<file path="src/rtl/aes_sel_pkg.sv">
// ---------------------------------------------------------------------------
// aes_sel_pkg
// Shared constants and helpers for the AES round-data selector.
//   AES_WORD_W : width of an AES state/key word
//   SEL_IDLE   : select code meaning "no channel"
//   sel_legal  : true when a select code is idle or names an existing channel
// ---------------------------------------------------------------------------
package aes_sel_pkg;

    localparam int AES_WORD_W = 128;
    localparam int unsigned SEL_IDLE = 0;

    // Codes 0..n_in are legal (0 = idle, k = channel k-1); anything above is not.
    function automatic logic sel_legal(input int unsigned sel, input int unsigned n_in);
        return (sel <= n_in);
    endfunction

endpackage

</file>
<file path="src/rtl/aes_skid_buf.sv">
// ---------------------------------------------------------------------------
// aes_skid_buf
// Two-entry valid/ready skid register. The main register M drives the output;
// the skid register S catches one word when M is stalled.
// Ports:
//   clk, rst          clock, synchronous active-high reset
//   in_data, in_valid word being accepted this cycle (in_valid = accept strobe;
//                     the producer only asserts it while skid_full is low)
//   skid_full         S holds a word; upstream must not accept
//   out_data/out_valid/out_ready  downstream handshake (driven from M)
// ---------------------------------------------------------------------------
module aes_skid_buf #(
    parameter int WIDTH = 128
) (
    input  logic             clk,
    input  logic             rst,
    input  logic [WIDTH-1:0] in_data,
    input  logic             in_valid,
    output logic             skid_full,
    output logic [WIDTH-1:0] out_data,
    output logic             out_valid,
    input  logic             out_ready
);

    logic [WIDTH-1:0] m_data_reg;
    logic             m_valid_reg;
    logic [WIDTH-1:0] s_data_reg;
    logic             s_valid_reg;

    always_ff @(posedge clk) begin
        if (rst) begin
            m_data_reg  <= '0;
            m_valid_reg <= 1'b0;
            s_data_reg  <= '0;
            s_valid_reg <= 1'b0;
        end else if (m_valid_reg && s_valid_reg) begin
            // Both full: upstream is blocked, so only draining S into M can happen.
            if (out_ready) begin
                m_data_reg  <= s_data_reg;
                s_valid_reg <= 1'b0;
            end
        end else if (in_valid) begin
            if (!m_valid_reg || out_ready) begin
                m_data_reg  <= in_data;
                m_valid_reg <= 1'b1;
            end else begin
                s_data_reg  <= in_data;
                s_valid_reg <= 1'b1;
            end
        end else if (out_ready) begin
            // Data register deliberately left alone so out_data holds its last word.
            m_valid_reg <= 1'b0;
        end
    end

    assign skid_full = s_valid_reg;
    assign out_data  = m_data_reg;
    assign out_valid = m_valid_reg;

endmodule

</file>
<file path="src/rtl/aes_data_sel_pipe.sv">
// ---------------------------------------------------------------------------
// aes_data_sel_pipe
// N-way selector for AES state/key words feeding the round register.
// One of N_IN valid/ready channels is chosen by an encoded select and the word
// is forwarded through a registered two-entry skid stage.
// Ports:
//   clk, rst    clock, synchronous active-high reset
//   sel         0 = idle, k = channel k-1, k > N_IN = illegal (treated as idle)
//   in_data     packed channel words, channel i at [i*WIDTH +: WIDTH]
//   in_valid    per-channel valid
//   in_ready    per-channel ready, one-hot or zero
//   out_data/out_valid/out_ready  downstream handshake
//   sel_err     sticky flag: illegal select seen while any input was valid
//   beat_cnt    wrapping count of accepted input beats
// ---------------------------------------------------------------------------
module aes_data_sel_pipe
    import aes_sel_pkg::*;
#(
    parameter int WIDTH = AES_WORD_W,
    parameter int N_IN  = 3,
    parameter int SEL_W = $clog2(N_IN + 1),
    parameter int CNT_W = 32
) (
    input  logic                  clk,
    input  logic                  rst,
    input  logic [SEL_W-1:0]      sel,
    input  logic [N_IN*WIDTH-1:0] in_data,
    input  logic [N_IN-1:0]       in_valid,
    output logic [N_IN-1:0]       in_ready,
    output logic [WIDTH-1:0]      out_data,
    output logic                  out_valid,
    input  logic                  out_ready,
    output logic                  sel_err,
    output logic [CNT_W-1:0]      beat_cnt
);

    logic             skid_full;
    logic [N_IN-1:0]  hit;
    logic [WIDTH-1:0] gated [N_IN];
    logic [WIDTH-1:0] acc_data;
    logic             accept;
    logic             sel_illegal;
    logic             sel_err_reg;
    logic [CNT_W-1:0] beat_cnt_reg;

    // Ready is a function of sel and registered state only, never of out_ready,
    // so there is no combinational path from downstream back to the sources.
    generate
        for (genvar gi = 0; gi < N_IN; gi++) begin : g_chan
            localparam logic [SEL_W-1:0] CODE = SEL_W'(gi + 1);
            assign in_ready[gi] = (sel == CODE) & ~skid_full & ~rst;
            assign hit[gi]      = in_ready[gi] & in_valid[gi];
            assign gated[gi]    = {WIDTH{hit[gi]}} & in_data[gi*WIDTH +: WIDTH];
        end
    endgenerate

    // hit is at most one-hot, so OR-ing the gated words is a plain mux.
    always_comb begin
        acc_data = '0;
        for (int i = 0; i < N_IN; i++) begin
            acc_data = acc_data | gated[i];
        end
    end

    assign accept      = |hit;
    assign sel_illegal = ~sel_legal(32'(sel), N_IN);

    always_ff @(posedge clk) begin
        if (rst) begin
            sel_err_reg <= 1'b0;
        end else if (sel_illegal && (|in_valid)) begin
            sel_err_reg <= 1'b1;
        end
    end

    always_ff @(posedge clk) begin
        if (rst) begin
            beat_cnt_reg <= '0;
        end else if (accept) begin
            beat_cnt_reg <= beat_cnt_reg + CNT_W'(1);
        end
    end

    aes_skid_buf #(
        .WIDTH (WIDTH)
    ) u_skid (
        .clk       (clk),
        .rst       (rst),
        .in_data   (acc_data),
        .in_valid  (accept),
        .skid_full (skid_full),
        .out_data  (out_data),
        .out_valid (out_valid),
        .out_ready (out_ready)
    );

    assign sel_err  = sel_err_reg;
    assign beat_cnt = beat_cnt_reg;

endmodule
</file>
<file path="config.mk">
export PLATFORM = sky130hd
export DESIGN_NAME = aes_data_sel_pipe
export DESIGN_NICKNAME = d
export VERILOG_FILES = /design/src/rtl/aes_sel_pkg.sv /design/src/rtl/aes_skid_buf.sv /design/src/rtl/aes_data_sel_pipe.sv
export SDC_FILE = /design/constraint.sdc
export NUM_CORES = 1
export LEC_CHECK = 0
export CAP_MARGIN = 10
export CORE_AREA = 2 2 215 217
export DETAILED_ROUTE_END_ITERATION = 8
export DIE_AREA = 0 0 217 219
export GPL_ROUTABILITY_DRIVEN = 0
export GPL_TIMING_DRIVEN = 0
export PLACE_DENSITY_LB_ADDON = 0.2
export REMOVE_ABC_BUFFERS = 1
export SLEW_MARGIN = 15
export SYNTH_ARGS = -nofsm -noshare
export SYNTH_HDL_FRONTEND = slang
export SYNTH_SLANG_ARGS = --single-unit
</file>
<file path="constraint.sdc">
create_clock -name clk -period 2.63 [get_ports clk]
set_input_delay 0.263 -clock clk [delete_from_list [all_inputs] [get_ports clk]]
set_output_delay 0.263 -clock clk [all_outputs]
set_load 0.02 [all_outputs]
</file>
==> impl_metrics.ini, run 1 <==
[worst_setup_path]
cp.buffers_inverters = 6
critPathMaxFanout = 20
crit_chain = clkdlybuf4s50_1, nand3b_1, a211o_4, a211oi_4, buf_4, buf_12, buf_16, buf_16, buf_8, nor2_1, a211oi_1
slowest_stage = clkdlybuf4s50_1
start_kind = input port
critPathRequiredTime_ns = 3.06
critPathKind = input port to flop
critical_path.endpoint_type = flop
path_common_cell = buf_16
cp.arrival_ns = 3.00
crit_path_max_incr_delay_ns = 0.61
critPathTopFamily = buffers and inverters

[pwr]
ir_drop_v = 0.000343
leakagePower_uw = 0.00739
p_per_area_nw_per_um2 = 520

[placement]
dp_hpwl_um = 33600
io_buffers = 555
dp_cells = 2411
dpl_cell_area_um2 = 18800

[route]
firstDrtPassIters = 9
wirelength_um = 52200
wl_per_cell_um = 20.8
via_count = 13338
viasPerCell = 5.31
drcViolationCount = 0
ant_nets = 0
first_iter_violations = 1293

[run]
maxCapViolCount = 0

[global_routing]
grt_max_degree = 94
grt_pass1_wl_um = 74000
grt_overflow_total = 0
antenna_found_initial = 1
grtUsageTotal_pct = 19.7
grt_pass1_vias = 12810

[sta]
worstMarginPinSlew_ns = 0.878
clock_skew_ns = 0.0109
setup_viol = 0
maxSlewHeadroom_pct = 41.5
finalCritPeriodShare_pct = 97.6
finalCriticalPeriod_ns = 2.57
hold_violations = 0
hold_ws_ns = 0.208
max_freq_mhz = 390
slew_viol_final = 0

[cells_and_area]
finalInstanceArea_um2 = 20500
final_common_cell = clkdlybuf4s50_1
multi_input_area_um2 = 6170
final_util_pct = 45.4
drive_above_1_share_pct = 7.60
nNetsFinal = 2280
seq_area_um2 = 5810
fillers = 4301
final_cell_mix = clkdlybuf4s50_1 (550), dfxtp_1 (289), nor2_1 (280), a21oi_1 (143), a211oi_1 (138)
syn2layout_area_growth_pct = 64.2
fin_cells = 2511

[worst_hold_path]
hold_class = input port to flop

[run_status]
status = complete, no violations

[clock_network]
h-tree-depth = 2
root_buffer = clkbuf_16
cts.sinks = 290
numCtsBuffers = 34
cts_tree = yes
ctsHoldBuffers = 0
clkSlewWorstSetupHoldPaths_ns = 0.06
clock_latency_ns = 0.53
ctsLongestPathBuffers = 3

[logic_synthesis]
yosys_register_bits = 290
avgSynthCellArea_um2 = 9.06
synth_cell_types = 42
synthFlopType = dfxtp_1
netlist_area_um2 = 12500
yosysSeqAreaShare_pct = 46.5
async_flop_share_pct = 0
ys_warn_count = 0
synthCells = 1377
synth-edff-count = 0

[floorplanning]
rows = 78
die_w_um = 217
coreArea_um2 = 45100
die_y_um = 219
start_util_pct = 27.7
boundaryPins = 557
die_area_um2 = 47500
synthesized netlist by cell type (9+ instances only):
master / instances / area, um2
nand2_1: 19 / 71.3
nor2_1: 281 / 1050
buf_1: 9 / 33.8
clkbuf_1: 77 / 289
nand4_1: 9 / 56.3
a21oi_1: 143 / 716
dfxtp_1: 290 / 5810
buf_2: 65 / 325
xnor2_1: 17 / 149
o21ai_0: 9 / 45.0
a211oi_1: 139 / 1040
a222oi_1: 128 / 1280
a22o_1: 128 / 1120
worst reg2reg max path, stage by stage, from the launching register on:
cell      delay, ns
dfxtp_4        0.41
nor4b_4        0.61
and2_2         0.85
a222oi_1       0.27
a21oi_1        0.21
a22o_1         0.13
stage by stage:
| stage | TNS [ns] | power (uW) | worst slack (ns) |
|---|---|---|---|
| 2_1_floorplan | -1787.94 | 4960 | -7.06 |
| 3_3_place_gp | -4770.01 | 5830 | -19.15 |
| 3_5_place_dp | -177.33 | 5880 | -1.30 |
| 4_1_cts | 0 | 10800 | 0.00853 |
| 5_1_grt | -0.0540 | 11100 | -0.0364 |
| 6_report | 0 | 10600 | 0.0630 |
kinds of logic (layout without fill, tap and decap cells):
family | Yosys count | count (layout) | synth area share [%]
flip-flops | 290 | 290 | 46.5
AND/OR/NAND/NOR | 349 | 356 | 11.7
buffers and inverters | 155 | 679 | 5.35
XOR/XNOR | 19 | 19 | 1.33
AO/OA/AOI/OAI | 560 | 561 | 34.8
multiplexers | 2 | 2 | 0.181
adder cells (fa/ha/maj) | 1 | 1 | 0.100
other | 1 | 3 | 0.0301
worst paths after layout:
check	startpoint	endpoint	slack (ns)	cells after the start
setup / recovery	sel[1]	u_skid.s_data_reg[39]$_SDFFE_PP0P_	0.06	11
hold / removal	rst	beat_cnt[14]$_SDFFE_PP0P_	0.21	2
setup reg to reg	u_skid.skid_full$_SDFFE_PP0P_	u_skid.out_data[103]$_SDFFE_PP0P_	0.09	5
hold reg to reg	u_skid.out_data[93]$_SDFFE_PP0P_	u_skid.out_data[93]$_SDFFE_PP0P_	0.48	1
power by group:
| group | leakage, uW | switching [uW] | total, uW | internal (uW) |
|---|---|---|---|---|
| Clock | 0.000555 | 1880 | 4800 | 2920 |
| Combinational | 0.00449 | 559 | 1360 | 803 |
| Sequential | 0.00234 | 34.7 | 4490 | 4450 |
layout make-up:
| cell class | instances | area share, % |
|---|---|---|
| Sequential cell | 290 | 28.4 |
| Inverter | 3 | 0.0550 |
| Multi-Input combinational cell | 940 | 30.1 |
| Tap cell | 600 | 3.67 |
| Timing Repair Buffer | 618 | 32.3 |
| Clock inverter | 10 | 0.641 |
| Antenna cell | 2 | 0.0244 |
| Clock buffer | 48 | 4.86 |
repair_timing:
action,in CTS,in global routing
setup buffers,13,15
endpoints found under the setup margin,208,78
gates cloned,6,9
resized for setup,13,15
endpoints found under the hold margin,0,0
pin swaps,6,7
routing by layer:
layer	GRT usage, %	up-vias	wire, um
met5	0	-	0
met4	6.23	0	1230
met3	6.26	63	4260
met2	33.8	499	25300
met1	23.3	6405	21400
li1	-	6371	-
(Power assumes the default switching activity.)
==> run 2: changes to the inputs <==
--- a/config.mk
+++ b/config.mk
@@ -6,9 +6,9 @@
 export NUM_CORES = 1
 export LEC_CHECK = 0
 export CAP_MARGIN = 10
-export CORE_AREA = 2 2 215 217
+export CORE_AREA = 2 2 218 220
 export DETAILED_ROUTE_END_ITERATION = 8
-export DIE_AREA = 0 0 217 219
+export DIE_AREA = 0 0 220 222
 export GPL_ROUTABILITY_DRIVEN = 0
 export GPL_TIMING_DRIVEN = 0
 export PLACE_DENSITY_LB_ADDON = 0.2
@@ -16,4 +16,5 @@
 export SLEW_MARGIN = 15
 export SYNTH_ARGS = -nofsm -noshare
 export SYNTH_HDL_FRONTEND = slang
+export SYNTH_HIERARCHICAL = 1
 export SYNTH_SLANG_ARGS = --single-unit
==> impl_metrics.ini, run 2 <==
[clock_network]
ctsLongestPathBuffers = 3
clkSlewWorstSetupHoldPaths_ns = 0.06
numCtsBuffers = 36
h-tree-depth = 2
cts_tree = yes
cts.sinks = 290
root_buffer = clkbuf_16
clock_latency_ns = 0.54

[worst_setup_path]
cp.buffers_inverters = 4
critPathKind = input port to flop
cp.arrival_ns = 2.96
slowest_stage = clkdlybuf4s50_1
crit_chain = clkdlybuf4s50_1, nand3b_1, a211oi_4, nor2_4, bufinv_16, nand4bb_4, buf_12, buf_12, nand2_1, a21oi_1
critical_path.endpoint_type = flop
critPathTopFamily = buffers and inverters
critPathRequiredTime_ns = 3.01
critPathMaxFanout = 39
path_common_cell = buf_12
crit_path_max_incr_delay_ns = 0.73
start_kind = input port

[worst_hold_path]
hold_class = input port to flop

[route]
via_count = 16846
drcViolationCount = 0
first_iter_violations = 1616
ant_nets = 0
firstDrtPassIters = 9
wl_per_cell_um = 23.2
viasPerCell = 5.80
wirelength_um = 67200

[sta]
finalCriticalPeriod_ns = 2.58
worstMarginPinSlew_ns = 1.02
max_freq_mhz = 388
slew_viol_final = 0
hold_violations = 0
maxSlewHeadroom_pct = 32.0
clock_skew_ns = 0.0158
setup_viol = 0
finalCritPeriodShare_pct = 98.0
hold_ws_ns = 0.0387

[cells_and_area]
final_common_cell = clkdlybuf4s50_1
final_cell_mix = clkdlybuf4s50_1 (552), dfxtp_1 (288), nand2_1 (268), a21oi_1 (154), inv_1 (136)
nNetsFinal = 2661
seq_area_um2 = 5810
final_util_pct = 51.0
fillers = 4231
syn2layout_area_growth_pct = 49.3
finalInstanceArea_um2 = 23600
drive_above_1_share_pct = 8.24
multi_input_area_um2 = 8680
num_antenna_cells = 0

[placement]
io_buffers = 555
dpl_cell_area_um2 = 21800
dp_hpwl_um = 38500

[global_routing]
grtUsageMet1_pct = 31.6
grt_max_degree = 122
grt_use_met2_pct = 44.0
grt_pass1_wl_um = 98300
antenna_found_initial = 0
grt_pass1_vias = 16640
top_usage_layer = met2
grtUsageTotal_pct = 25.7
use_met3_pct = 6.42
grt_overflow_total = 0

[logic_synthesis]
synth_cell_types = 45
async_flop_share_pct = 0
avgSynthCellArea_um2 = 8.72
synthCells = 1812
yosysSeqAreaShare_pct = 36.7
yosys_register_bits = 290
synthFlopType = dfxtp_1
synth_top_area_share_pct = 36.7
ys_warn_count = 6
synth_area_leaders = dfxtp_1 (37%), a222oi_1 (8.1%), mux2i_1 (8.1%)
synth_common_cells = dfxtp_1 (290), nand2_1 (268), a21oi_1 (155)
yosysMostFrequentCell = dfxtp_1
synth_top_cell_by_area = dfxtp_1
synth-edff-count = 0
netlist_area_um2 = 15800

[pwr]
clockPowerShare_pct = 42.0
ir_drop_v = 0.000348
power_frac_seq_pct = 38.5
power.switching_uw = 3260
switching_share_pct = 26.9
intPower_uw = 8870
p_total_uw = 12100
pwr-share-comb_pct = 19.4
p_per_area_nw_per_um2 = 514
leakagePower_uw = 0.00914

[floorplanning]
die_y_um = 222
die_area_um2 = 48800
start_util_pct = 34.2
boundaryPins = 557
coreArea_um2 = 46300
rows = 79
die_w_um = 220

[run_status]
status = complete, no violations

[run]
maxCapViolCount = 0
[run 2: changes by cell type after synthesis, moves of 15 or more]
| cell | before | now |
|---|---|---|
| nand2_1 | 19 | 268 |
| nor2_1 | 281 | 11 |
| mux2i_1 | 0 | 128 |
| nor3b_1 | 0 | 128 |
| a2111oi_2 | 0 | 30 |
| inv_1 | 3 | 137 |
| a22o_1 | 128 | 0 |
| clkbuf_1 | 77 | 105 |
| buf_6 | 0 | 15 |
| xnor2_1 | 17 | 2 |
| a2111oi_1 | 0 | 90 |
[run 2: worst reg2reg max path: stages, from the launching register on]
cell,delay [ns]
dfxtp_4,0.36
and4bb_4,0.31
and2_4,0.17
buf_16,0.17
nor2_4,0.07
bufinv_16,0.27
nand4bb_4,0.36
buf_12,0.30
buf_12,0.21
nand2_1,0.12
a21oi_1,0.06
[run 2: per-stage QoR]
stage / TNS (ns) / setup slack, ns / cells
6_report: 0 / 0.0533 / 2902
5_1_grt: -0.0616 / -0.0179 / 2902
4_1_cts: -1.06 / -0.0423 / 2889
3_5_place_dp: -420.00 / -1.82 / 2794
3_3_place_gp: -6809.27 / -26.74 / 2763
2_1_floorplan: -2572.32 / -11.05 / 1601
[run 2: power by group through the flow]
stage	clock [uW]	combinational (uW)	sequential, uW
finish	5100	2360	4670
global route	5410	2500	4690
floorplan	0	645	4980
CTS	5210	2310	4670
global placement	0	2080	4830
detailed placement	0	2190	4780
[run 2: worst paths after layout]
check        slack [ns]                          startpoint  cells past startpoint                            endpoint
min                0.04                                 rst                      2       u_skid/out_valid$_SDFFE_PP0P_
min reg2reg        0.45  u_skid/s_data_reg[80]$_SDFFE_PP0P_                      2  u_skid/s_data_reg[80]$_SDFFE_PP0P_
max reg2reg        0.08       u_skid/skid_full$_SDFFE_PP0P_                     10  u_skid/s_data_reg[90]$_SDFFE_PP0P_
max                0.05                         in_valid[0]                     10  u_skid/s_data_reg[90]$_SDFFE_PP0P_
[run 2: area by class of cell]
cell class	count	share of cell area, %
Tap cell	607	3.22
Inverter	138	2.31
Clock buffer	55	4.68
Sequential cell	290	24.6
Multi-Input combinational cell	1184	36.8
Clock inverter	10	0.472
Timing Repair inverter	2	0.0743
Timing Repair Buffer	616	27.8
[run 2: routing by layer]
metal	wire length, um	vias to the layer above
li1	-	7803
met1	27300	8316
met2	32400	632
met3	5800	95
met4	1730	0
met5	0	-
[run 2: logic make-up after synthesis]
group / synth area share, %
AOI/OAI and AO/OA: 29.8
and+or+nand+nor: 15.1
buffers and inverters: 9.75
DFF: 36.7
muxes: 8.11
xor gates and xnor gates: 0.388
adders and majority gates: 0.0792
other: 0.0237
[run 2: repair_timing]
action | in CTS | in global routing
pin swaps | 10 | 1
gates cloned | 14 | 5
gates resized for setup | 19 | 9
buffers inserted | 16 | 8
hold buffers | 0 | 0
endpoints found under the setup margin | 273 | 227
